==> config.mk <==
export PLATFORM = sky130hd
export DESIGN_NAME = sqrt_restoring_seq
export DESIGN_NICKNAME = d
export VERILOG_FILES = /design/src/rtl/sqrt_pkg.sv /design/src/rtl/sqrt_trial_step.sv /design/src/rtl/sqrt_restoring_seq.sv
export SDC_FILE = /design/constraint.sdc
export NUM_CORES = 1
export LEC_CHECK = 0
export CAP_MARGIN = 15
export CORE_ASPECT_RATIO = 0.5
export CORE_MARGIN = 3
export CORE_UTILIZATION = 30
export DETAILED_ROUTE_END_ITERATION = 7
export GPL_TIMING_DRIVEN = 0
export PLACE_DENSITY = 0.61
export SKIP_LAST_GASP = 1
export SYNTH_ARGS = -nofsm -noshare
export SYNTH_HDL_FRONTEND = slang
export SYNTH_SLANG_ARGS = --single-unit
export TNS_END_PERCENT = 1
==> constraint.sdc <==
create_clock -name clk_i -period 5 [get_ports clk_i]
set_input_delay 1 -clock clk_i [delete_from_list [all_inputs] [get_ports clk_i]]
set_output_delay 1 -clock clk_i [all_outputs]
set_load 0.01 [all_outputs]
==> src/rtl/sqrt_pkg.sv <==
// Shared types and default widths for the restoring square-root datapath.
package sqrt_pkg;

    localparam int unsigned DEFAULT_ROOT_W = 16;
    localparam int unsigned RAD_W          = 2 * DEFAULT_ROOT_W;
    localparam int unsigned REM_W          = DEFAULT_ROOT_W + 1;
    localparam int unsigned TRIAL_W        = DEFAULT_ROOT_W + 2;

    typedef enum logic [1:0] {
        StIdle = 2'd0,
        StCalc = 2'd1,
        StDone = 2'd2
    } state_e;

endpackage

==> src/rtl/sqrt_trial_step.sv <==
// One combinational restoring-sqrt iteration: shift in two radicand bits and
// try subtracting (root<<2)|1 from the partial remainder.
module sqrt_trial_step #(
    parameter int unsigned ROOT_W = sqrt_pkg::DEFAULT_ROOT_W
) (
    input  logic [ROOT_W+1:0] rem,
    input  logic [ROOT_W-1:0] root,
    input  logic [1:0]        bits,
    output logic [ROOT_W+1:0] rem_next,
    output logic [ROOT_W-1:0] root_next
);

    localparam int unsigned TrialW = ROOT_W + 2;

    logic [TrialW-1:0] r_shift;
    logic [TrialW-1:0] trial;

    always_comb begin
        // Remainder never exceeds 2*root, so the two dropped top bits are always zero.
        r_shift = TrialW'({rem, bits});
        trial   = {root, 2'b01};
        if (r_shift >= trial) begin
            rem_next  = r_shift - trial;
            root_next = ROOT_W'({root, 1'b1});
        end else begin
            rem_next  = r_shift;
            root_next = ROOT_W'({root, 1'b0});
        end
    end

endmodule

==> src/rtl/sqrt_restoring_seq.sv <==
// Sequential restoring integer square root, one root bit per clock, valid/ready on both sides.
// Define SQRT_ROUND_EN to round root_o to nearest (saturating); rem_o stays the floor remainder.
module sqrt_restoring_seq
    import sqrt_pkg::*;
#(
    parameter int unsigned ROOT_W = DEFAULT_ROOT_W
) (
    input  logic                clk_i,
    input  logic                rst_i,
    input  logic                in_valid_i,
    output logic                in_ready_o,
    input  logic [2*ROOT_W-1:0] rad_i,
    output logic                out_valid_o,
    input  logic                out_ready_i,
    output logic [ROOT_W-1:0]   root_o,
    output logic [ROOT_W:0]     rem_o
);

    localparam int unsigned RadW   = 2 * ROOT_W;
    localparam int unsigned RemW   = ROOT_W + 1;
    localparam int unsigned TrialW = ROOT_W + 2;
    localparam int unsigned CntW   = $clog2(ROOT_W);

    state_e            state;
    logic [RadW-1:0]   rad;
    logic [TrialW-1:0] rem;
    logic [TrialW-1:0] rem_next;
    logic [ROOT_W-1:0] root;
    logic [ROOT_W-1:0] root_next;
    logic [ROOT_W-1:0] root_final;
    logic [CntW-1:0]   cnt;

    sqrt_trial_step #(
        .ROOT_W (ROOT_W)
    ) u_step (
        .rem       (rem),
        .root      (root),
        .bits      (rad[RadW-1 -: 2]),
        .rem_next  (rem_next),
        .root_next (root_next)
    );

`ifdef SQRT_ROUND_EN
    // Round up when the remainder exceeds the floor root; never wrap past all-ones.
    always_comb begin
        root_final = root_next;
        if ((rem_next > TrialW'(root_next)) && (root_next != '1)) begin
            root_final = root_next + ROOT_W'(1);
        end
    end
`else
    assign root_final = root_next;
`endif

    always_ff @(posedge clk_i) begin
        if (rst_i) begin
            state       <= StIdle;
            in_ready_o  <= 1'b1;
            out_valid_o <= 1'b0;
            root_o      <= '0;
            rem_o       <= '0;
            rad         <= '0;
            rem         <= '0;
            root        <= '0;
            cnt         <= '0;
        end else begin
            unique case (state)
                StIdle: begin
                    if (in_valid_i) begin
                        rad        <= rad_i;
                        rem        <= '0;
                        root       <= '0;
                        cnt        <= CntW'(ROOT_W - 1);
                        in_ready_o <= 1'b0;
                        state      <= StCalc;
                    end
                end
                StCalc: begin
                    rad  <= rad << 2;
                    rem  <= rem_next;
                    root <= root_next;
                    if (cnt == '0) begin
                        root_o      <= root_final;
                        rem_o       <= RemW'(rem_next);
                        out_valid_o <= 1'b1;
                        state       <= StDone;
                    end else begin
                        cnt <= cnt - CntW'(1);
                    end
                end
                StDone: begin
                    if (out_ready_i) begin
                        out_valid_o <= 1'b0;
                        in_ready_o  <= 1'b1;
                        state       <= StIdle;
                    end
                end
                default: begin
                    out_valid_o <= 1'b0;
                    in_ready_o  <= 1'b1;
                    state       <= StIdle;
                end
            endcase
        end
    end

endmodule

==> results.py <==
metrics = {
    "grt": {
        "antenna_found_initial": 0,
        "grt_max_degree": 20,
        "grt_pass1_vias": 4081,
        "grt_overflow": 0,
        "grt_use_total_pct": 14.3,
        "grt_pass1_wl_um": 20600,
    },
    "drt": {
        "vias_per_cell": 4.85,
        "drt_pass1_iterations": 5,
        "wl_per_cell_um": 14.0,
        "vias": 4422,
        "ant_nets": 0,
        "drt_wl_total_um": 12800,
        "drc": 0,
        "drtIter0Drc": 293,
    },
    "floorplanning": {
        "die_h_um": 96.2,
        "rows": 32,
        "initial_utilization_pct": 31.2,
        "dieArea_um2": 17900,
        "fp.coreArea_um2": 15700,
        "ios": 71,
        "die_w_um": 186,
    },
    "layout": {
        "drive_gt1_share_pct": 4.06,
        "areaGrowthSynthToFinish_pct": 26.3,
        "antenna_cells": 0,
        "ff_latch_area_um2": 2100,
        "multi_input_area_um2": 2530,
        "fin_area_um2": 6160,
        "num-fill-cells": 1616,
        "utilization_pct": 39.4,
        "final_nets": 740,
    },
    "logic_synthesis": {
        "yosysTopAreaCell": "dfxtp_1",
        "ys_warn_count": 0,
        "synth_most_common_cell": "nand2_1",
        "netlist_instances": 604,
        "synth_fp_nets": 659,
        "synthTopCellsByArea": "dfxtp_1 43%, nand2_1 9.6%, nor2_1 6.2%",
        "synth.avg_cell_area_um2": 8.08,
        "synth_top_area_share_pct": 43.1,
        "ys_async_sr_fraction_pct": 0,
        "synth.distinct_cells": 47,
        "seq_area_frac_synth_pct": 43.1,
        "yosys-top-cells-count": "125 x nand2_1, 105 x dfxtp_1, 80 x nor2_1, 38 x a21oi_1, 34 x clkbuf_1",
        "synth_edf_count": 0,
        "netlist_area_um2": 4880,
        "synth-seq-cells": 105,
        "ys.flop_type": "dfxtp_1",
    },
    "worst_setup_path": {
        "cp_max_fo": 10,
        "crit_type": "flop to flop",
        "start_kind": "flop",
        "critical_path_arrival_ns": 3.12,
        "cp-end-kind": "flop",
        "required_ns": 5.21,
    },
    "cts": {
        "cts_tree": "yes",
        "clockBufferDepth": 2,
        "clock-sinks": 105,
        "clkLatencyLatePin_ns": 0.36,
        "clkTransAtPathRegs_ns": 0.08,
        "cts-htree-levels": 3,
        "clk_root_buffer_cell": "clkbuf_16",
        "ctsResizeCount": 0,
        "post_cts.repair.setup_buffers": 0,
        "cts_made_buffers": 9,
        "postCtsHoldBufs": 0,
    },
    "power": {
        "max-vdd-ir-drop_mv": 0.184,
        "powerDensity_nw_per_um2": 552,
        "leakage_nw": 2.23,
    },
    "timing": {
        "period_share_pct": 58.2,
        "tightest_slew_ns": 0.680,
        "tns_ns": 0,
        "slew_violations": 0,
        "fin_skew_ns": 0.00754,
        "setup_violations": 0,
        "fin_hold_ws_ns": 0.456,
        "rsz0062_at_grt": "false",
        "finalHoldViolCount": 0,
        "maxSlewHeadroom_pct": 54.7,
        "max_freq_mhz": 344,
        "fin_crit_ns": 2.91,
    },
    "placement": {
        "placed_cell_area_um2": 5860,
        "place_congestion": 0.829,
        "port_buffers": 70,
        "dp_hpwl_um": 9600,
    },
    "min_path": {
        "hp-class": "flop to flop",
    },
    "outcome": {
        "status": "finished, final reports clean",
    },
    "flow_run": {
        "cap_violations": 0,
    },
}
logic make-up (layout without fill, tap and decap cells):
kind of cell	Yosys count	count (layout)	synth area share, %
XOR/XNOR	15	15	2.69
flip-flops	105	105	43.1
buffers and inverters	65	151	5.15
multiplexers	12	12	2.49
AND/OR/NAND/NOR	237	237	20.0
AO/OA/AOI/OAI	151	151	21.7
adder cells (fa/ha/maj)	19	19	4.87
power by group:
| group | switching [mW] | internal [mW] | total (mW) |
|---|---|---|---|
| Clock | 0.341 | 0.398 | 0.739 |
| Sequential | 0.0689 | 0.940 | 1.01 |
| Combinational | 0.925 | 0.729 | 1.65 |
flip-flops by register name (all words and copies together) (netlist names):
register,cells
rem_o,17
root,16
rem,16
in_ready_o,1
state,2
rad,32
out_valid_o,1
root_o,16
cnt,4
final cells by class:
class                      instances  area share (%)
timing repair buffer              70            11.4
tap                              221            4.49
sequential                       105            34.1
inverter                          26            1.58
clock buffer                       9            3.65
multi-input combinational        434            41.0
clock inverter                     7            1.32
buffer                            39            2.50
cell usage in the layout, fill, tap and decap left out, types with 12 or more instances in the layout:
master,synthesis,routed
clkdlybuf4s50_1,0,70
ha_1,19,19
o21ai_0,26,26
inv_1,26,26
nor2_1,80,80
nand2_1,125,125
a22oi_1,18,18
a211oi_1,12,12
a21oi_1,38,38
clkbuf_1,34,34
dfxtp_1,105,105
a311oi_1,32,32
path summary, 6_finish.rpt:
kind	start	end	slack [ns]	depth (start not counted)
setup / recovery	root[0]$_SDFFE_PP0P_	rem_o[14]$_SDFFE_PP0P_	2.09	11
hold / removal	rem_o[15]$_SDFFE_PP0P_	rem_o[15]$_SDFFE_PP0P_	0.46	2
setup reg to reg	root[0]$_SDFFE_PP0P_	rem_o[14]$_SDFFE_PP0P_	2.09	11
hold reg to reg	rem_o[15]$_SDFFE_PP0P_	rem_o[15]$_SDFFE_PP0P_	0.46	2
per-layer routing:
metal	track usage [%]	share of wire, %	wire, um
met5	0	0	0
met4	3.02	1.0	134
met3	3.27	5.1	651
met2	23.3	44	5670
met1	19.6	49	6320
critical path, cell delays in order, from the launching register on:
cell       delay (ns)
dfxtp_1          0.40
inv_1            0.07
ha_1             0.35
and2b_1          0.21
o2111ai_2        0.21
nand4_2          0.16
a31oi_4          0.32
o221a_4          0.25
o21a_4           0.16
buf_4            0.24
mux2i_1          0.29
a211oi_1         0.11
stage by stage:
step,std cells,worst slack (ns),power (mW)
finish,911,2.09,3.40
floorplan,604,2.52,2.27
CTS,911,2.12,3.42
global placement,895,2.08,2.65
global route,911,1.94,3.64
detailed placement,895,2.10,2.67
Power figures use the tool's default switching activity.
